## config.mk

```make
export PLATFORM = sky130hd
export DESIGN_NAME = sprite_layer
export DESIGN_NICKNAME = d
export VERILOG_FILES = /design/src/rtl/demoman_pkg.sv /design/src/rtl/sprite_hit.sv /design/src/rtl/sprite_layer.sv
export SDC_FILE = /design/constraint.sdc
export NUM_CORES = 1
export LEC_CHECK = 0
export CAP_MARGIN = 5
export CORE_MARGIN = 8
export CORE_UTILIZATION = 45
export CTS_CLUSTER_DIAMETER = 40
export CTS_CLUSTER_SIZE = 12
export DETAILED_ROUTE_END_ITERATION = 8
export PLACE_DENSITY = 0.83
export SLEW_MARGIN = 20
export SYNTH_ARGS = -nofsm -noshare
export SYNTH_HDL_FRONTEND = slang
export SYNTH_SLANG_ARGS = --single-unit
```

## constraint.sdc

```tcl
create_clock -name clk -period 2.1 [get_ports clk]
set_input_delay 0.315 -clock clk [delete_from_list [all_inputs] [get_ports clk]]
set_output_delay 0.315 -clock clk [all_outputs]
set_load 0.005 [all_outputs]
```

## src/rtl/demoman_pkg.sv

```systemverilog
// Shared display constants and the colour type used by the sprite compositor.
// Latency: n/a (types and constants only).
// Backpressure: n/a.
package demoman_pkg;

    typedef logic [7:0] color_t;

    localparam int     H_VISIBLE  = 640;
    localparam int     V_VISIBLE  = 480;
    localparam color_t BG_DEFAULT = 8'h00;

endpackage

```

## src/rtl/sprite_hit.sv

```systemverilog
// Coverage test for one rectangular sprite against one pixel coordinate.
// Latency: purely combinational.
// Backpressure: none, evaluated every cycle.
module sprite_hit #(
    parameter int COORD_W  = 10,
    parameter int SPRITE_W = 10,
    parameter int SPRITE_H = 10
) (
    input  logic [COORD_W-1:0] sh_x_i,
    input  logic [COORD_W-1:0] sh_y_i,
    input  logic               sh_en_i,
    input  logic [COORD_W-1:0] pix_x_i,
    input  logic [COORD_W-1:0] pix_y_i,
    output logic               cover_o
);

    // One extra bit on the far edge so a sprite near the coordinate limit
    // extends past it instead of wrapping back to column/row zero.
    logic [COORD_W:0] x_end;
    logic [COORD_W:0] y_end;
    logic             in_x;
    logic             in_y;

    assign x_end = {1'b0, sh_x_i} + (COORD_W+1)'(SPRITE_W);
    assign y_end = {1'b0, sh_y_i} + (COORD_W+1)'(SPRITE_H);

    assign in_x = (pix_x_i >= sh_x_i) && ({1'b0, pix_x_i} < x_end);
    assign in_y = (pix_y_i >= sh_y_i) && ({1'b0, pix_y_i} < y_end);

    assign cover_o = sh_en_i && in_x && in_y;

endmodule

```

## src/rtl/sprite_layer.sv

```systemverilog
// Multi-sprite compositor with end-of-frame shadow registers and frame tick.
// Latency: 2 cycles from pixel_x/pixel_y to color_out/hit_*/frame_tick.
// Backpressure: none, one pixel per clock. Optional SPRITE_LAYER_COLLIDE_EN adds collide_mask.
module sprite_layer
    import demoman_pkg::*;
#(
    parameter int                NUM_SPRITES = 2,
    parameter int                SPRITE_W    = 10,
    parameter int                SPRITE_H    = 10,
    parameter int                COORD_W     = 10,
    parameter int                COLOR_W     = $bits(color_t),
    parameter logic [COLOR_W-1:0] BG_COLOR   = BG_DEFAULT,
    parameter int                H_LAST      = H_VISIBLE - 1,
    parameter int                V_LAST      = V_VISIBLE - 1,
    localparam int               HIT_W       = (NUM_SPRITES > 1) ? $clog2(NUM_SPRITES) : 1
) (
    input  logic                           clk,
    input  logic                           rst,
    input  logic [COORD_W-1:0]             pixel_x,
    input  logic [COORD_W-1:0]             pixel_y,
    input  logic [NUM_SPRITES*COORD_W-1:0] pos_x,
    input  logic [NUM_SPRITES*COORD_W-1:0] pos_y,
    input  logic [NUM_SPRITES*COLOR_W-1:0] sprite_color,
    input  logic [NUM_SPRITES-1:0]         sprite_en,
    output logic [COLOR_W-1:0]             color_out,
    output logic                           frame_tick,
    output logic [HIT_W-1:0]               hit_id,
    output logic                           hit_valid
`ifdef SPRITE_LAYER_COLLIDE_EN
    ,
    output logic [NUM_SPRITES-1:0]         collide_mask
`endif
);

    localparam logic [COORD_W-1:0] H_LAST_C = COORD_W'(H_LAST);
    localparam logic [COORD_W-1:0] V_LAST_C = COORD_W'(V_LAST);

    logic                           at_last;
    logic [NUM_SPRITES*COORD_W-1:0] sh_x_q;
    logic [NUM_SPRITES*COORD_W-1:0] sh_y_q;
    logic [NUM_SPRITES*COLOR_W-1:0] sh_color_q;
    logic [NUM_SPRITES-1:0]         sh_en_q;

    logic [NUM_SPRITES-1:0]         cover_d;
    logic [NUM_SPRITES-1:0]         cover_q;
    logic [NUM_SPRITES*COLOR_W-1:0] col1_q;
    logic                           last1_q;

    logic [COLOR_W-1:0]             color_d;
    logic [HIT_W-1:0]               hit_id_d;
    logic                           hit_vld_d;
    logic [COLOR_W-1:0]             color_q;
    logic [HIT_W-1:0]               hit_id_q;
    logic                           hit_vld_q;
    logic                           tick_q;

    assign at_last = (pixel_x == H_LAST_C) && (pixel_y == V_LAST_C);

    // Latch the game-logic sprite state only at the last visible pixel.
    always_ff @(posedge clk) begin
        if (rst) begin
            sh_x_q     <= '0;
            sh_y_q     <= '0;
            sh_color_q <= '0;
            sh_en_q    <= '0;
        end else if (at_last) begin
            sh_x_q     <= pos_x;
            sh_y_q     <= pos_y;
            sh_color_q <= sprite_color;
            sh_en_q    <= sprite_en;
        end
    end

    for (genvar i = 0; i < NUM_SPRITES; i++) begin : g_hit
        sprite_hit #(
            .COORD_W  (COORD_W),
            .SPRITE_W (SPRITE_W),
            .SPRITE_H (SPRITE_H)
        ) u_hit (
            .sh_x_i  (sh_x_q[i*COORD_W +: COORD_W]),
            .sh_y_i  (sh_y_q[i*COORD_W +: COORD_W]),
            .sh_en_i (sh_en_q[i]),
            .pix_x_i (pixel_x),
            .pix_y_i (pixel_y),
            .cover_o (cover_d[i])
        );
    end

    // Stage 1: coverage bits plus the colours that were live when they were
    // computed, so the last pixel of a frame still shows the old shadow colour.
    always_ff @(posedge clk) begin
        if (rst) begin
            cover_q <= '0;
            col1_q  <= '0;
            last1_q <= 1'b0;
        end else begin
            cover_q <= cover_d;
            col1_q  <= sh_color_q;
            last1_q <= at_last;
        end
    end

    // Priority encode: scan from the top so the lowest covering index wins.
    always_comb begin
        color_d   = BG_COLOR;
        hit_id_d  = '0;
        hit_vld_d = 1'b0;
        for (int i = NUM_SPRITES - 1; i >= 0; i--) begin
            if (cover_q[i]) begin
                color_d   = col1_q[i*COLOR_W +: COLOR_W];
                hit_id_d  = HIT_W'(i);
                hit_vld_d = 1'b1;
            end
        end
    end

    // Stage 2: registered composited result and frame tick.
    always_ff @(posedge clk) begin
        if (rst) begin
            color_q   <= BG_COLOR;
            hit_id_q  <= '0;
            hit_vld_q <= 1'b0;
            tick_q    <= 1'b0;
        end else begin
            color_q   <= color_d;
            hit_id_q  <= hit_id_d;
            hit_vld_q <= hit_vld_d;
            tick_q    <= last1_q;
        end
    end

    assign color_out  = color_q;
    assign hit_id     = hit_id_q;
    assign hit_valid  = hit_vld_q;
    assign frame_tick = tick_q;

`ifdef SPRITE_LAYER_COLLIDE_EN
    logic [NUM_SPRITES-1:0] overlap_d;
    logic [NUM_SPRITES-1:0] pending_q;
    logic [NUM_SPRITES-1:0] collide_q;

    // Clearing the lowest set bit leaves something only when two or more sprites cover.
    assign overlap_d = ((cover_q & (cover_q - NUM_SPRITES'(1))) != '0) ? cover_q : '0;

    // Accumulate overlaps over the frame; publish on the tick, including the last pixel.
    always_ff @(posedge clk) begin
        if (rst) begin
            pending_q <= '0;
            collide_q <= '0;
        end else if (last1_q) begin
            collide_q <= pending_q | overlap_d;
            pending_q <= '0;
        end else begin
            pending_q <= pending_q | overlap_d;
        end
    end

    assign collide_mask = collide_q;
`endif

endmodule
```

Word-level counts from Yosys, hierarchy flattened
Cells that the tools add are included.
- flip-flop bits (word level): 88
- bits in latches: 0
- RAM bits: 0
- memory bits (read-only): 0
- bits of input ports: 80
- output and inout port bits: 11
- logic and storage cells: 39
- memories: 0
- $add $sub $neg: 4
- multiply operators: 0
- div/mod/pow operators: 0
- magnitude comparators: 8
- equality and inequality tests: 2
- shift-type cells: 0
- mux-type cells: 4
- bitwise operators: 0
- reductions and logical operators: 10
- operators with widths (cell ; count):
    $add 10x4->11 const B ; 4
    $lt 10x11->1 ; 4
    $ge 10x10->1 ; 4
    $mux 8 ; 2
    $eq 10x10->1 const B ; 1
    $eq 10x9->1 const B ; 1
    $logic_and 1x1->1 ; 9
    $mux 1 ; 2
    $reduce_or 2->1 ; 1

Depth between registers and ports, before layout
Gate-level depths: netlist of the first run.
- depth in word-level cells: 5
- mapped depth: 11
- depth with buffers taken out: 11

By module
A second synthesis of the first run with hierarchy kept.
- cells, all modules: 612
- area, all modules: 5686.7 µm²
- by module, submodules not included (module ; instances ; cells each ; area each (µm²) ; seq. area each (µm²)):
    sprite_layer ; 1 ; 318 ; 3395.8 ; 1761.7
    sprite_hit (g_hit[0].u_hit) ; 1 ; 145 ; 1148.6 ; 0.0
    sprite_hit (g_hit[1].u_hit) ; 1 ; 149 ; 1142.3 ; 0.0

Worst setup path after synthesis of the first run
Ideal clock, no wire load.
- path kind: register -> register
- from: register sh_x_q[11]
- to: register cover_q[1]
- setup time: 0.073 ns
- data arrival time: 2.228 ns
- required time: 2.027 ns
- slack: -0.201 ns
- stages on the path, launching flop included: 10
- path buffers: 0
- clock period less this slack: 2.301 ns
- cell sequence: dfxtp_1 ha_1 o21ai_0 xnor2_1 ha_1 a21o_1 a211o_1 a2111oi_2 o22ai_1 nor3b_2
- longest elaborated chain between the ends: 5
- elaborated cells between the ends (all ways): 6
- classes of those cells: 1 x add/sub; 2 x order compare; 3 x reduce/logical
- ends and longest elaborated chain (item ; line ; text):
    start, declared ; sprite_layer.sv:39 ; logic [NUM_SPRITES*COORD_W-1:0] sh_x_q;
    start signal, assigned ; sprite_layer.sv:67 ; sh_x_q <= pos_x;
    $add 10x4->11 ; sprite_hit.sv:24 ; assign x_end = {1'b0, sh_x_i} + (COORD_W+1)'(SPRITE_W);
    $lt 10x11->1 ; sprite_hit.sv:27 ; assign in_x = (pix_x_i >= sh_x_i) && ({1'b0, pix_x_i} < x_end);
    $logic_and 1x1->1 * ; sprite_hit.sv:27 ;
    $logic_and 1x1->1 * (2 in a row) ; sprite_hit.sv:30 ; assign cover_o = sh_en_i && in_x && in_y;
    end signal, assigned ; sprite_layer.sv:97 ; cover_q <= cover_d;
    end, declared ; sprite_layer.sv:45 ; logic [NUM_SPRITES-1:0] cover_q;
Every way passes the cells marked *; elsewhere a longest branch is shown, timed or not.
A chain may end at the register's enable or synchronous reset.

Worst setup path in the final report of the first run
Ends and elaborated chain as after synthesis.

==> results.toml, run 1 <==
[finish]
drive_gt1_frac = 0.197
design_area_sq_mm = 0.00725
final_nets = 873
final_cell_mix = "89 x clkdlybuf4s50_1, 80 x nor2_1, 76 x ha_1, 72 x dfxtp_1, 71 x buf_4"
syn_to_final_growth_pct = 41.0
final_common_cell = "clkdlybuf4s50_1"
fillers = 882

[setup_path]
crit_arrival_ns = 2.42
criticalPathCategory = "flip-flop to flip-flop"
cpMaxStageDelayCell = "dfxtp_2"
max_stage_delay_ns = 0.34
ff2ff_path_depth = 9
path_depth = 9
crit_chain = "ha_4 > o21ai_2 > xnor2_1 > ha_1 > a21o_1 > a211o_1 > a2111oi_4 > o22ai_2 > nor3b_2"
crit_buf_inv = 0
path_delay_family = "compound AO/OA/AOI/OAI gates"
cp_max_fo = 4
critPathLaunchType = "flip-flop"
worstPathRequired_ns = 2.38
critPathCaptureType = "flip-flop"

[route]
ant_nets = 0
firstDrtPassIters = 4
drt-initial-drc-count = 164
via_per_inst = 5.28
dr_total_vias = 4536
drc = 0
wire_per_inst_um = 16.5
routed_wirelength_um = 14200

[outcome]
status = "finished with violations"
violations = "setup timing"

[timing]
rsz0062_at_grt = "yes"
fmax_mhz = 467
min_period_ns = 2.14
relSlewSlack = 0.600
tightest_slew_ns = 0.599
post-route-period-util = 1.02
setup_viol = 2
timing.hold.ws_ns = 0.333
slew_violations = 0
worst_slack_ns = -0.0405
clock_skew_ns = 0.00393
finalHoldViolations = 0

[pwr]
pwr-share-comb = 0.122
power.switching_w = 0.000827
clockPowerShare = 0.426
cellPowerDensity_mw_per_mm2 = 508
p_leak_nw = 3.29
swShare = 0.224
ir_drop_v = 0.000393
power_w = 0.00368
power_frac_seq = 0.452
p_int_w = 0.00286

[clocking]
cts_root_buffer = "clkbuf_16"
cts_buffers = 9
clkLatencyLatePin_ns = 0.34
cts_tree = "done"
clk_pin_slew_ns = 0.06
clk_path_buf_depth = 2
cts_max_level = 3
cts_sinks = 88

[global_route]
grt_pass1_vias = 4685
antenna_found_initial = 1
grt_pass1_wl_um = 22500
grt.total_usage = 0.189
grt_start_max_net_pins = 76
grt-ovfl-total = 0

[floorplanning]
fp.dieW_um = 123
coreArea_sq_mm = 0.0113
die_h_um = 123
row_count = 39
io_pins = 91
start_util = 0.456
die_area_sq_mm = 0.0151

[synth]
mappedNetlistNets = 715
synth_top_cell_by_area = "dfxtp_1"
synth_warnings = 0
seq_area_frac_synth = 0.343
synth_top_area_frac = 0.343
synth.cell_area_sq_mm = 0.00514
avgSynthCellArea_sq_um = 9.27
ys.flop_type = "dfxtp_1"
ys_ff_latch = 88
synth_async_sr_flop_share = 0
yosysUniqueCellTypes = 45
synth_enable_flop_cells = 0
syn_inst = 555
synth.area.top_cells = "dfxtp_1 34%, ha_1 19%, mux2i_1 11%, nor2_1 5.8%, xnor2_1 4.1%"

[place]
post-dp-hpwl_um = 10800
portBuffers = 90
gp_congestion = 0.871
place_area_sq_mm = 0.00676

[hold_path]
hp-class = "primary input to flip-flop"
hold_path_depth = 2

[run]
maxCapViolations = 0
kinds of logic after synthesis:
family                     share of synthesized area
and+or+nand+nor                                0.140
AOI/OAI and AO/OA                              0.118
DFF                                            0.343
adders and majority gates                      0.195
buffers and inverters                         0.0467
muxes                                          0.111
xor gates and xnor gates                      0.0477
layer usage:
layer	vias up	GRT usage	share of wire
met4	0	0.0952	0.025
li1	2262	-	-
met3	25	0.0356	0.042
met1	2142	0.204	0.40
met5	-	0	0
met2	107	0.346	0.53
path summary, 6_finish.rpt:
kind                                               from                      end  slack [ns]
worst max-delay path            sh_x_q[11]$_SDFFE_PP0P_    cover_q[1]$_SDFF_PP0_       -0.04
worst min-delay path                                rst  sh_en_q[0]$_SDFFE_PP0P_        0.33
worst max register to register  sh_x_q[11]$_SDFFE_PP0P_    cover_q[1]$_SDFF_PP0_       -0.04
worst min register to register       last1_q$_SDFF_PP0_    frame_tick$_SDFF_PP0_        0.45
layout make-up:
class / count / area [sq um] / area share
tap: 143 / 179 / 0.0247
inverter: 43 / 161 / 0.0223
clock inverter: 3 / 45.0 / 0.00621
clock buffer: 10 / 239 / 0.0330
antenna: 1 / 2.50 / 0.000345
multi-input combinational: 406 / 3330 / 0.459
sequential: 88 / 1790 / 0.247
timing repair buffer: 165 / 1510 / 0.208
repair_timing:
item | CTS | global route
hold buffers | 0 | 0
buffers inserted | 3 | 2
cloned | 0 | 0
pin swaps | 18 | 15
gates resized for setup | 32 | 14
endpoints found under the setup margin | 2 | 2
registers in the layout (all words and copies together), names as in the netlist:
signal      count
color_out       8
hit_id          1
sh_color_q     16
sh_en_q         2
col1_q         16
last1_q         1
sh_x_q         20
sh_y_q         20
hit_valid       1
cover_q         2
frame_tick      1
power by group through the flow:
stage	Clock, W	Combinational, W	Sequential [W]
finish	0.00157	0.000449	0.00166
global route	0.00169	0.000489	0.00166
floorplan	0	0.000152	0.00171
CTS	0.00161	0.000437	0.00166
global placement	0	0.000403	0.00171
detailed placement	0	0.000423	0.00171
cell usage after synthesis, types with 2 or more instances:
library cell and count:
inv_1 41, o21ai_1 2, nand4_1 5, a2111oi_0 2, inv_2 2, ha_1 80, nor2b_1 24, nand2b_1 2
or3_1 2, o2111ai_1 4, a2111oi_2 2, nand2_1 9, dfxtp_1 88, a22oi_1 8, nand3_1 6, nor3_1 10
clkbuf_1 11, o211ai_1 4, nor2_1 80, nand4b_1 4, a211oi_1 3, buf_2 6, o21a_1 5, nor3b_2 2
nor4_1 2, and3_1 2, o21ai_0 21, a21oi_1 22, mux2i_1 57, a211o_1 4, xnor2_1 24, xor2_1 4
a21o_1 5
per-stage QoR:
| stage | setup WS, ns | setup TNS (ns) | util | cells |
|---|---|---|---|---|
| after global routing | -0.171 | -0.328 | 0.643 | 859 |
| after floorplan | -0.0233 | -0.0233 | - | 555 |
| after CTS | -0.0881 | -0.134 | 0.636 | 857 |
| after detailed placement | -0.429 | -8.84 | 0.600 | 841 |
| final | -0.0405 | -0.0604 | 0.643 | 859 |
| after global placement | -0.330 | -5.82 | 0.600 | 841 |
Note: power is estimated with default switching activity, not from simulation.
==> run 2, diff against run 1 <==
- ABC_AREA: unset -> 1
- ABC_CLOCK_PERIOD_IN_PS: unset -> 2100
- PLACE_DENSITY: 0.83 -> 0.82
==> run 2 against run 1 <==
Net effect: the run now ends clean; fmax up 6.1%; clock power about the same; synthesized area up 5.0%; largest power group unchanged; highest routed layer unchanged.
==> results.toml, run 2 <==
[timing]
post-route-period-util = 0.961
rsz0062_at_grt = "yes"
finalHoldViolations = 0
clock_skew_ns = 0.00834
relSlewSlack = 0.561
slew_violations = 0
fmax_mhz = 496
min_period_ns = 2.02
tightest_slew_ns = 0.655
setup_viol = 0
worst_slack_ns = 0.0829

[hold_path]
hp-class = "flip-flop to flip-flop"
hold_path_depth = 2

[clocking]
cts_tree = "done"
cts_root_buffer = "clkbuf_16"
cts_max_level = 3
clk_path_buf_depth = 2
clk_pin_slew_ns = 0.07
cts_sinks = 88
cts_buffers = 9
clkLatencyLatePin_ns = 0.34

[finish]
antennaDiodeCount = 0
drive_gt1_frac = 0.0825
design_area_sq_mm = 0.00700
final_cell_mix = "154 x nor2_1, 112 x nand2_1, 95 x inv_1, 90 x clkdlybuf4s50_1, 82 x dfxtp_1"
syn_to_final_growth_pct = 29.7
final_nets = 1016
final_common_cell = "nor2_1"
largest_registers = "sh_x_q: 20 flops, sh_y_q: 20 flops"

[route]
dr.max_layer_used = "met4"
wl_met2_um = 6430
met3_length_um = 557
drc = 0
via_per_inst = 4.96
ant_nets = 0
dr_total_vias = 5002
firstDrtPassIters = 5
routed_wirelength_um = 13400
drt-initial-drc-count = 243
wl_met1_um = 6280
wire_per_inst_um = 13.3

[floorplanning]
coreArea_sq_mm = 0.0119
fp.dieW_um = 126
die_h_um = 126
io_pins = 91
die_area_sq_mm = 0.0158
start_util = 0.455
row_count = 40

[global_route]
grt-ovfl-total = 0
grt_pass1_wl_um = 22700
grt_start_max_net_pins = 39
grt.total_usage = 0.173
grt_pass1_vias = 4962
antenna_found_initial = 0

[outcome]
status = "complete, no violations"

[place]
portBuffers = 90
post-dp-hpwl_um = 10400
pre_cts_slack_ns = -0.0564
place_area_sq_mm = 0.00664
gp_congestion = 0.889

[synth]
yosysUniqueCellTypes = 25
synth.cell_area_sq_mm = 0.00540
ys.flop_type = "dfxtp_1"
synth_enable_flop_cells = 0
ys_ff_latch = 88
synth_top_cell_by_area = "dfxtp_1"
syn_inst = 743
synth.top_cells.by_count = "156 x nor2_1, 114 x nand2_1, 96 x inv_1"
synth_top_area_frac = 0.326
synth_most_common_cell = "nor2_1"
avgSynthCellArea_sq_um = 7.26
seq_area_frac_synth = 0.326
mappedNetlistNets = 903
synth.area.top_cells = "dfxtp_1 33%, ha_1 19%, nor2_1 11%, nand2_1 7.9%, inv_1 6.7%"
synth_warnings = 0
synth_async_sr_flop_share = 0

[setup_path]
ff2ff_path_depth = 12
path_delay_family = "simple AND/OR/NAND/NOR gates"
max_stage_delay_ns = 0.38
worstPathRequired_ns = 2.38
r2r_slack_ns = 0.08
crit_arrival_ns = 2.30
crit_chain = "inv_1 > o21ai_2 > nand3_1 > nor3_2 > xor2_1 > ha_1 > a21o_1 > nand4_1 > nand2_1 > nor2_1 > nand3_1 > nor2_1"
crit_buf_inv = 1
cp_max_fo = 5
critPathCaptureType = "flip-flop"
criticalPathCategory = "flip-flop to flip-flop"
critPathLaunchType = "flip-flop"
cpMaxStageDelayCell = "dfxtp_4"
path_depth = 12

[pwr]
ir_drop_v = 0.000360
p_leak_nw = 3.10
cellPowerDensity_mw_per_mm2 = 527

[run]
maxCapViolations = 0
==> run 2: cells by family after synthesis <==
logic type / synth area share
xor gates and xnor gates: 0.0438
buffers and inverters: 0.0846
AOI/OAI and AO/OA: 0.111
adders and majority gates: 0.185
DFF: 0.326
and+or+nand+nor: 0.249
==> run 2: timing repair <==
item / 4_1_cts / 5_1_grt
endpoints found under the setup margin: 1 / 2
hold buffers: 0 / 0
buffers inserted: 0 / 1
cloned: 0 / 0
pin swaps: 0 / 6
resized for setup: 3 / 22
==> run 2: worst paths after layout <==
check | startpoint | end
max reg2reg | sh_x_q[11]$_SDFFE_PP0P_ | cover_q[1]$_SDFF_PP0_
min | last1_q$_SDFF_PP0_ | frame_tick$_SDFF_PP0_
min reg2reg | last1_q$_SDFF_PP0_ | frame_tick$_SDFF_PP0_
max | sh_x_q[11]$_SDFFE_PP0P_ | cover_q[1]$_SDFF_PP0_
==> run 2: layout make-up <==
cell class	instances	area (sq um)
Clock buffer	9	225
Clock inverter	7	67.6
Fill cell	1097	4860
Inverter	96	360
Multi-Input combinational cell	540	3230
Sequential cell	88	1770
Tap cell	147	184
Timing Repair Buffer	121	1160
==> run 2: worst reg2reg max path, cell delays in order, from the launching register on <==
cell     delay (ns)
dfxtp_4        0.38
inv_1          0.07
o21ai_2        0.17
nand3_1        0.15
nor3_2         0.17
xor2_1         0.18
ha_1           0.26
a21o_1         0.16
nand4_1        0.09
nand2_1        0.05
nor2_1         0.10
nand3_1        0.09
nor2_1         0.10
==> run 2: power breakdown <==
group / switching, W / internal (W)
clock: 0.000738 / 0.000840
combinational: 0.000199 / 0.000248
sequential: 0.00000000219 / 0.00167
==> run 2: metal layers <==
metal,global-route usage,vias to the layer above
met1,0.209,2267
li1,-,2632
met5,0,-
met2,0.294,90
met4,0.0616,0
met3,0.0391,13
==> run 2: through the flow <==
stage	hold WS [ns]	instances	power [W]	TNS, ns	utilization
after floorplan	0.386	743	0.00190	0	-
after global placement	0.394	991	0.00214	0	0.559
after CTS	0.407	1007	0.00374	0	0.585
after global routing	0.445	1008	0.00386	-0.128	0.590
final	0.405	1008	0.00369	0	0.590
after detailed placement	0.398	991	0.00215	-0.0564	0.559
==> run 3, diff against run 2 <==
- GPL_TIMING_DRIVEN: unset -> 0
- PLACE_DENSITY: 0.82 -> 0.81
==> run 3 against run 2 <==
Net effect: clock power is essentially flat; sequential power hardly changed; first-iteration DRC count fell by 18%; sequential cell count unchanged; cell area fell by 1.4%; critical path depth down 1; sequential share of layout area is 0.50 points higher; total power fell by 0.92%; count of clock-buffer cells in the layout stayed put; clock skew up 0.0070 ns.
==> results.toml, run 3 (same netlist as run 2, synthesis figures left out) <==
[timing]
relSlewSlack = 0.601
clock_skew_ns = 0.0154
tightest_slew_ns = 0.596
post-route-period-util = 0.950
min_period_ns = 1.99
finalHoldViolations = 0
slew_violations = 0
fmax_mhz = 502
rsz0062_at_grt = "yes"
worst_slack_ns = 0.106
setup_viol = 0
timing.hold.ws_ns = 0.416

[setup_path]
max_stage_delay_ns = 0.39
cp_max_fo = 5
critical_path.most_common_cell = "nand2_1"
crit_arrival_ns = 2.28
criticalPathCategory = "flip-flop to flip-flop"
worstPathRequired_ns = 2.39
path_delay_family = "simple AND/OR/NAND/NOR gates"
critPathCaptureType = "flip-flop"
crit_chain = "nand2_1 > nor2_2 > nand2_1 > xor2_1 > ha_1 > a21o_1 > nand4_1 > nand2_1 > nor2_1 > nand3_1 > nor2_1"
critPathLaunchType = "flip-flop"
cpMaxStageDelayCell = "dfxtp_1"
crit_buf_inv = 0

[route]
via_per_inst = 4.94
wire_per_inst_um = 13.2
routed_wirelength_um = 13200
drt-initial-drc-count = 199
firstDrtPassIters = 4
drc = 0
dr_total_vias = 4949
ant_nets = 0

[finish]
syn_to_final_growth_pct = 27.8
final_cell_mix = "153 x nor2_1, 114 x nand2_1, 95 x inv_1, 89 x clkdlybuf4s50_1, 79 x dfxtp_1"
final_common_cell = "nor2_1"
largest_registers = "sh_x_q: 20 flops, sh_y_q: 20 flops"
antennaDiodeCount = 0
drive_gt1_frac = 0.0703
final_nets = 1009
fillers = 1089

[pwr]
ir_drop_v = 0.000506
p_leak_nw = 3.04
cellPowerDensity_mw_per_mm2 = 530

[clocking]
clk_pin_slew_ns = 0.07
cts_max_level = 3
clkLatencyLatePin_ns = 0.35
cts_root_buffer = "clkbuf_16"
clk_path_buf_depth = 2
cts_sinks = 88
cts_tree = "done"
cts_buffers = 9

[global_route]
grt_start_max_net_pins = 19
grt_pass1_wl_um = 21900
grt_pass1_vias = 4857
grt.total_usage = 0.169
grt-ovfl-total = 0
antenna_found_initial = 0

[floorplanning]
die_area_sq_mm = 0.0158
row_count = 40
start_util = 0.455
fp.dieW_um = 126
die_h_um = 126
io_pins = 91
coreArea_sq_mm = 0.0119

[place]
gp_congestion = 0.861
post-dp-hpwl_um = 10400
pre_cts_slack_ns = -0.154
portBuffers = 90

[run]
maxCapViolations = 0

[outcome]
status = "complete, no violations"

[hold_path]
hp-class = "flip-flop to flip-flop"
[run 3: routing by layer]
metal	up-vias	GRT usage	part of all wire
li1	2618	-	-
met1	2220	0.191	0.45
met2	94	0.301	0.48
met3	17	0.0467	0.057
met4	0	0.0516	0.014
met5	-	0	0
[run 3: final timing paths]
check,slack (ns),end,cells after the start,from
setup / recovery,0.11,cover_q[0]$_SDFF_PP0_,11,sh_y_q[4]$_SDFFE_PP0P_
hold reg to reg,0.42,frame_tick$_SDFF_PP0_,2,last1_q$_SDFF_PP0_
setup reg to reg,0.11,cover_q[0]$_SDFF_PP0_,11,sh_y_q[4]$_SDFFE_PP0P_
hold / removal,0.42,frame_tick$_SDFF_PP0_,2,last1_q$_SDFF_PP0_
[run 3: cell type report]
| class | instances | area (sq um) | area share |
|---|---|---|---|
| multi-input combinational | 540 | 3240 | 0.470 |
| sequential | 88 | 1780 | 0.258 |
| timing repair buffer | 95 | 941 | 0.136 |
| inverter | 96 | 360 | 0.0522 |
| clock buffer | 9 | 225 | 0.0326 |
| tap | 147 | 184 | 0.0267 |
| buffer | 19 | 97.6 | 0.0141 |
| clock inverter | 7 | 71.3 | 0.0103 |
[run 3: timing repair]
action,4_1_cts,5_1_grt
pin swaps,0,18
setup endpoints to repair,2,6
hold buffers,0,0
endpoints found under the hold margin,0,0
buffers inserted,0,5
gates resized for setup,4,31
[run 3: where the power goes]
part           internal, W  switching (W)  leakage, nW  total (W)
Clock             0.000834       0.000736        0.139    0.00157
Combinational     0.000227       0.000196         2.19   0.000424
Sequential         0.00166  0.00000000252        0.714    0.00166
[run 3: worst min-delay path, cell delays in order (launching register included)]
cell and delay (ns):
dfxtp_1 0.30, inv_1 0.04, nor2_1 0.04
[run 3: stage by stage]
stage	setup TNS, ns	cell area (sq um)	std cells	total power, W	util
floorplan	0	5400	743	0.00190	-
global placement	-4.16	6480	980	0.00212	0.547
detailed placement	-5.04	6480	980	0.00213	0.547
CTS	0	6790	996	0.00370	0.572
global route	-0.0625	6900	1001	0.00381	0.582
finish	0	6900	1001	0.00366	0.582
